[src/rtl/even_parity_pkg.sv]
// Shared types and default link constants for the even-parity serial link.
// Latency: n/a (declarations only).
// Backpressure: n/a; the transmit side imports the same constants so both ends agree.
package even_parity_pkg;

    typedef enum logic [2:0] {
        IDLE,
        START,
        DATA,
        PARITY,
        STOP
    } rx_state_t;

    localparam int DATA_W_DEF       = 8;
    localparam int CLKS_PER_BIT_DEF = 16;

endpackage

[src/rtl/sync_2ff.sv]
// Two-flop synchronizer for a single asynchronous level, with selectable reset value.
// Latency: 2 clk cycles from d to q.
// Backpressure: none; a plain level follower.
module sync_2ff #(
    parameter logic RST_VAL = 1'b0
) (
    input  logic clk,
    input  logic rst,
    input  logic d,
    output logic q
);

    logic meta;

    // Both stages load the reset value so an idle-high line never looks like a start bit.
    always_ff @(posedge clk) begin
        if (rst) begin
            meta <= RST_VAL;
            q    <= RST_VAL;
        end else begin
            meta <= d;
            q    <= meta;
        end
    end

endmodule

[src/rtl/even_parity_serial_rx.sv]
// Even-parity serial receiver: start, DATA_W bits LSB first, parity, stop; counts parity errors.
// Latency: rx_valid pulses (2+DATA_W)*CLKS_PER_BIT + CLKS_PER_BIT/2 cycles after start detection.
// Backpressure: none; results are held until the next frame completes and overwrites them.
module even_parity_serial_rx
    import even_parity_pkg::*;
#(
    parameter int DATA_W       = DATA_W_DEF,
    parameter int CLKS_PER_BIT = CLKS_PER_BIT_DEF,
    parameter int ERR_W        = 8
) (
    input  logic              clk,
    input  logic              rst,
    input  logic              rxd,
    output logic [DATA_W-1:0] rx_data,
    output logic              rx_valid,
    output logic              parity_err,
    output logic              frame_err,
    output logic              busy,
    output logic [ERR_W-1:0]  err_cnt
);

    localparam int BCNT_W = $clog2(CLKS_PER_BIT);
    localparam int IDX_W  = $clog2(DATA_W + 1);

    // Start bit is checked at its middle; every later bit is taken one full bit period on.
    localparam logic [BCNT_W-1:0] HALF_LAST = BCNT_W'(CLKS_PER_BIT / 2 - 1);
    localparam logic [BCNT_W-1:0] FULL_LAST = BCNT_W'(CLKS_PER_BIT - 1);
    localparam logic [IDX_W-1:0]  IDX_LAST  = IDX_W'(DATA_W - 1);

    logic              rxs;
    rx_state_t         state, state_nxt;
    logic [BCNT_W-1:0] bcnt, bcnt_nxt;
    logic [IDX_W-1:0]  idx, idx_nxt;
    logic [DATA_W-1:0] shift, shift_nxt;
    logic              par_bit, par_nxt;
    logic              done;
    logic              perr_new;

    sync_2ff #(
        .RST_VAL (1'b1)
    ) u_sync (
        .clk (clk),
        .rst (rst),
        .d   (rxd),
        .q   (rxs)
    );

    // Data XOR parity bit must be 0 for a good even-parity frame.
    assign perr_new = (^shift) ^ par_bit;
    assign busy     = (state != IDLE);

    // Next-state, bit timing and data capture for the frame walker.
    always_comb begin
        state_nxt = state;
        bcnt_nxt  = bcnt + BCNT_W'(1);
        idx_nxt   = idx;
        shift_nxt = shift;
        par_nxt   = par_bit;
        done      = 1'b0;
        case (state)
            IDLE: begin
                bcnt_nxt = '0;
                if (!rxs) begin
                    state_nxt = START;
                end
            end
            START: begin
                if (bcnt == HALF_LAST) begin
                    bcnt_nxt  = '0;
                    idx_nxt   = '0;
                    // A line back high at mid start bit was a glitch, not a frame.
                    state_nxt = rxs ? IDLE : DATA;
                end
            end
            DATA: begin
                if (bcnt == FULL_LAST) begin
                    bcnt_nxt = '0;
                    for (int i = 0; i < DATA_W; i++) begin
                        if (idx == IDX_W'(i)) begin
                            shift_nxt[i] = rxs;
                        end
                    end
                    if (idx == IDX_LAST) begin
                        state_nxt = PARITY;
                    end else begin
                        idx_nxt = idx + IDX_W'(1);
                    end
                end
            end
            PARITY: begin
                if (bcnt == FULL_LAST) begin
                    bcnt_nxt  = '0;
                    par_nxt   = rxs;
                    state_nxt = STOP;
                end
            end
            STOP: begin
                if (bcnt == FULL_LAST) begin
                    bcnt_nxt  = '0;
                    done      = 1'b1;
                    // Back to IDLE regardless of line level; a low line here starts the next frame.
                    state_nxt = IDLE;
                end
            end
            default: begin
                state_nxt = IDLE;
                bcnt_nxt  = '0;
            end
        endcase
    end

    // Frame walker state; reset drops any partial frame.
    always_ff @(posedge clk) begin
        if (rst) begin
            state   <= IDLE;
            bcnt    <= '0;
            idx     <= '0;
            shift   <= '0;
            par_bit <= 1'b0;
        end else begin
            state   <= state_nxt;
            bcnt    <= bcnt_nxt;
            idx     <= idx_nxt;
            shift   <= shift_nxt;
            par_bit <= par_nxt;
        end
    end

    // Publish results at the stop sample; framing errors still report data and parity.
    always_ff @(posedge clk) begin
        if (rst) begin
            rx_data    <= '0;
            rx_valid   <= 1'b0;
            parity_err <= 1'b0;
            frame_err  <= 1'b0;
            err_cnt    <= '0;
        end else begin
            rx_valid <= done;
            if (done) begin
                rx_data    <= shift;
                parity_err <= perr_new;
                frame_err  <= ~rxs;
                if (perr_new && (err_cnt != '1)) begin
                    err_cnt <= err_cnt + ERR_W'(1);
                end
            end
        end
    end

endmodule

[config.mk]
export PLATFORM = sky130hd
export DESIGN_NAME = even_parity_serial_rx
export DESIGN_NICKNAME = d
export VERILOG_FILES = /design/src/rtl/even_parity_pkg.sv /design/src/rtl/sync_2ff.sv /design/src/rtl/even_parity_serial_rx.sv
export SDC_FILE = /design/constraint.sdc
export NUM_CORES = 1
export LEC_CHECK = 0
export ABC_AREA = 1
export BUFFER_PORTS_ARGS = -buffer_cell sky130_fd_sc_hd__buf_2
export CAP_MARGIN = 40
export CORE_ASPECT_RATIO = 1.5
export CORE_MARGIN = 4
export CORE_UTILIZATION = 40
export DETAILED_ROUTE_END_ITERATION = 10
export GPL_ROUTABILITY_DRIVEN = 0
export PLACE_DENSITY = 0.67
export SLEW_MARGIN = 10
export SYNTH_ARGS = -nofsm -noshare
export SYNTH_HDL_FRONTEND = slang
export SYNTH_SLANG_ARGS = --single-unit
[constraint.sdc]
create_clock -name clk -period 1.85 [get_ports clk]
set_input_delay 0.37 -clock clk [delete_from_list [all_inputs] [get_ports clk]]
set_output_delay 0.37 -clock clk [all_outputs]
set_load 0.005 [all_outputs]
==> results.toml <==
[global_route]
grt_first_pass_wirelength_mm = 7.20
track_usage_pct = 14.4
global_route.overflow_total = 0
via_count_of_the_first_global_routing_pass = 1706
number_of_antenna_violations_at_the_first_check_in_global_routing = 0
grt_max_degree = 23

[setup_path]
cpMaxStageDelayCell = "sky130_fd_sc_hd__dfxtp_1"
crit_cells = 8
endpoint_type_of_the_worst_setup_path = "flop"
critPathMaxStageDelay_ns = 0.43
start_kind = "flop"
path_delay_family = "compound AO/OA/AOI/OAI gates"
worstSetupPathType = "reg -> reg"
critPathArrivalTime_ns = 1.84
crit_required_ns = 2.07
worst-r2r-cell-count = 8
timing.critical_path.buf_inv = 1
path_cells = "ha_1 -> inv_1 -> o21ai_2 -> nand2_2 -> nand2_4 -> o21ai_0 -> o21bai_1 -> nor2_1"
largest_driver_fanout_on_the_critical_path = 5

[clocking]
clk_root_buffer_cell = "sky130_fd_sc_hd__clkbuf_8"
clkLatencyLatePin_ns = 0.29
post_cts_hold_buffer_count = 0
h_tree_levels = 2
clk_transition_reported_paths_ns = 0.07
tritoncts.num_buffers = 5
clock_tree_from_tritoncts = "built"
cts-root-to-sink-buffers = 2
tritoncts_num_sinks = 41

[synthesis]
cell_area_after_synthesis_um2 = 2070
yosys-top-cells-area = "sky130_fd_sc_hd__dfxtp_1 40%, sky130_fd_sc_hd__nand2_1 8.5%, sky130_fd_sc_hd__a21oi_1 6.3%"
synth-warning-count = 0
post_synth_fa_ha_maj_area_fraction_pct = 3.62
post-synth-top-area-fraction_pct = 39.6
count_of_flip_flops_with_a_built_in_enable_after_synthesis = 0
synth_async_sr_flop_share_pct = 0
synth-main-ff-cell = "sky130_fd_sc_hd__dfxtp_1"
synth_compound_gate_area_share_pct = 14.9
synth_area_per_cell_um2 = 7.51
synth.area.mux_share_pct = 0
synth_area_leader_cell = "sky130_fd_sc_hd__dfxtp_1"
synth-seq-cells = 41
synth_xor_area_share_pct = 2.11
gate_count_of_the_mapped_netlist = 276
netlist_top_cells_count = "47 x sky130_fd_sc_hd__nand2_1, 41 x sky130_fd_sc_hd__dfxtp_1, 34 x sky130_fd_sc_hd__inv_1"
synth_top_family_by_area = "simple AND/OR/NAND/NOR gates"
simple_gate_share_of_the_synthesized_area_pct = 29.3
yosys.cell_count.top_type = "sky130_fd_sc_hd__nand2_1"
synth.net_count = 285
yosys.cell_types.count = 33
synth_sequential_area_ratio_pct = 39.6

[sta]
post-route-min-period_ns = 1.61
finalSetupViolations = 0
clock_skew_ns = 0.00929
tightest_slew_ns = 0.355
drv_slew = 0
achievable-frequency_mhz = 620
report.final.hold_viol_count = 0
fin_hold_ws_ns = 0.270
postLayoutSetupSlackWorst_ns = 0.237
fin_tns_setup_ns = 0
max-slew-margin-rel_pct = 76.3
finalCritPeriodShare_pct = 87.2
grt_setup_unrepaired = "no"

[detailed_routing]
finalWirelength_mm = 4.11
dr.pass1.iters = 4
vias_per_cell = 4.80
final_antenna_net_count = 0
detailedRoute.firstIterationViolations = 106
avgRoutedWirePerCell_um = 11.1
remaining_drc_errors = 0
vias = 1771

[floorplan]
fp.dieArea_um2 = 6420
row_count = 31
die_width_um = 66.8
ioPinCount = 23
die_h_um = 96.2
fp.coreArea_um2 = 4930
initial_core_util_pct = 42.1

[pwr]
total_leakage_power_uw = 0.00105
power.density_nw_per_um2 = 896
worst_ir_drop_vdd_v = 0.000570

[placed_design]
place_ws_ns = 0.221
port_buffers = 22
dpl-instance-area_um2 = 2260
dp.final_hpwl_mm = 3.18

[cells_and_area]
nNetsFinal = 311
diode_insertion_count_for_antenna_repair = 0
final_util_pct = 48.4
post-route-cell-area_um2 = 2380
final_layout_size_suffix_gt1_share_pct = 22.4
synthToLayoutAreaGrowth_pct = 15.0

[worst_hold_path]
hold_path_depth = 2
hold_path_class = "in -> reg"

[run]
cap_violations = 0

[run_status]
status = "finished, final reports clean"
[worst reg2reg max path: stages (launching register included)]
cell and delay, ns:
sky130_fd_sc_hd__dfxtp_1 0.43, sky130_fd_sc_hd__ha_1 0.28, sky130_fd_sc_hd__inv_1 0.09, sky130_fd_sc_hd__o21ai_2 0.22, sky130_fd_sc_hd__nand2_2 0.09, sky130_fd_sc_hd__nand2_4 0.08
sky130_fd_sc_hd__o21ai_0 0.12, sky130_fd_sc_hd__o21bai_1 0.18, sky130_fd_sc_hd__nor2_1 0.07
[placed cells by master (no fill, tap or decap), types with 2 or more instances in the layout]
| master | Yosys | routed |
|---|---|---|
| sky130_fd_sc_hd__buf_4 | 0 | 4 |
| sky130_fd_sc_hd__nor2_1 | 22 | 22 |
| sky130_fd_sc_hd__o21ai_2 | 2 | 2 |
| sky130_fd_sc_hd__inv_1 | 34 | 34 |
| sky130_fd_sc_hd__nand2_1 | 47 | 47 |
| sky130_fd_sc_hd__o21ai_0 | 22 | 22 |
| sky130_fd_sc_hd__dfxtp_1 | 41 | 41 |
| sky130_fd_sc_hd__nor3_2 | 2 | 2 |
| sky130_fd_sc_hd__buf_2 | 1 | 22 |
| sky130_fd_sc_hd__a21oi_1 | 26 | 26 |
| sky130_fd_sc_hd__clkbuf_8 | 0 | 6 |
| sky130_fd_sc_hd__nand2_4 | 2 | 3 |
| sky130_fd_sc_hd__nand3_1 | 20 | 20 |
| sky130_fd_sc_hd__inv_2 | 7 | 7 |
| sky130_fd_sc_hd__nor2_4 | 5 | 5 |
| sky130_fd_sc_hd__xor2_1 | 4 | 4 |
| sky130_fd_sc_hd__or2_2 | 2 | 2 |
| sky130_fd_sc_hd__nand2_2 | 4 | 3 |
| sky130_fd_sc_hd__nand3_2 | 5 | 5 |
| sky130_fd_sc_hd__ha_1 | 6 | 6 |
| sky130_fd_sc_hd__nand4_1 | 6 | 6 |
[cell type report]
class / count / area [µm²]
Fill cell: 502 / 2540
Multi-Input combinational cell: 185 / 1040
Sequential cell: 41 / 821
Timing Repair Buffer: 27 / 160
Inverter: 42 / 160
Clock buffer: 6 / 82.6
Tap cell: 66 / 82.6
Clock inverter: 2 / 37.5
[flip-flops by register name, summed over array words and instances (netlist names)]
name and flops:
err_cnt 8, rx_data 8, shift 8, bcnt 4, idx 4, state 3, frame_err 1, par_bit 1
parity_err 1, rx_valid 1, u_sync.meta 1, u_sync.q 1
[what timing repair did]
| item | CTS | global route |
|---|---|---|
| gates resized for setup | 0 | 1 |
| buffers inserted | 0 | 0 |
| setup endpoints to repair | 0 | 1 |
[through the flow]
step                      total power (µW)  instances
final                                 2140        369
after global routing                  2280        369
after detailed placement              1430        361
after CTS                             2170        369
after floorplan                       1340        276
after global placement                1420        361
[cell families after synthesis]
group           Yosys count
simple gates            118
fa+ha+maj                 6
xor+xnor                  5
flops                    41
buf+inv                  50
compound gates           56
[power breakdown]
part	internal (µW)	switching, µW
registers	913	51.6
logic	156	278
clock network	439	299
[per-layer routing]
metal | track usage, % | share of wire, %
met5 | 0 | 0
met4 | 5.76 | 1.4
met3 | 2.92 | 3.5
met2 | 27.1 | 55
met1 | 15.2 | 40
[worst paths after layout]
path	slack, ns	start	endpoint
worst max register to register	0.24	idx[1]$_SDFFE_PP0P_	idx[3]$_SDFFE_PP0P_
worst min register to register	0.41	u_sync.meta$_SDFF_PP1_	u_sync.q$_SDFF_PP1_
worst max-delay path	0.24	idx[1]$_SDFFE_PP0P_	idx[3]$_SDFFE_PP0P_
worst min-delay path	0.27	rxd	u_sync.meta$_SDFF_PP1_
(Power assumes the default switching activity.)
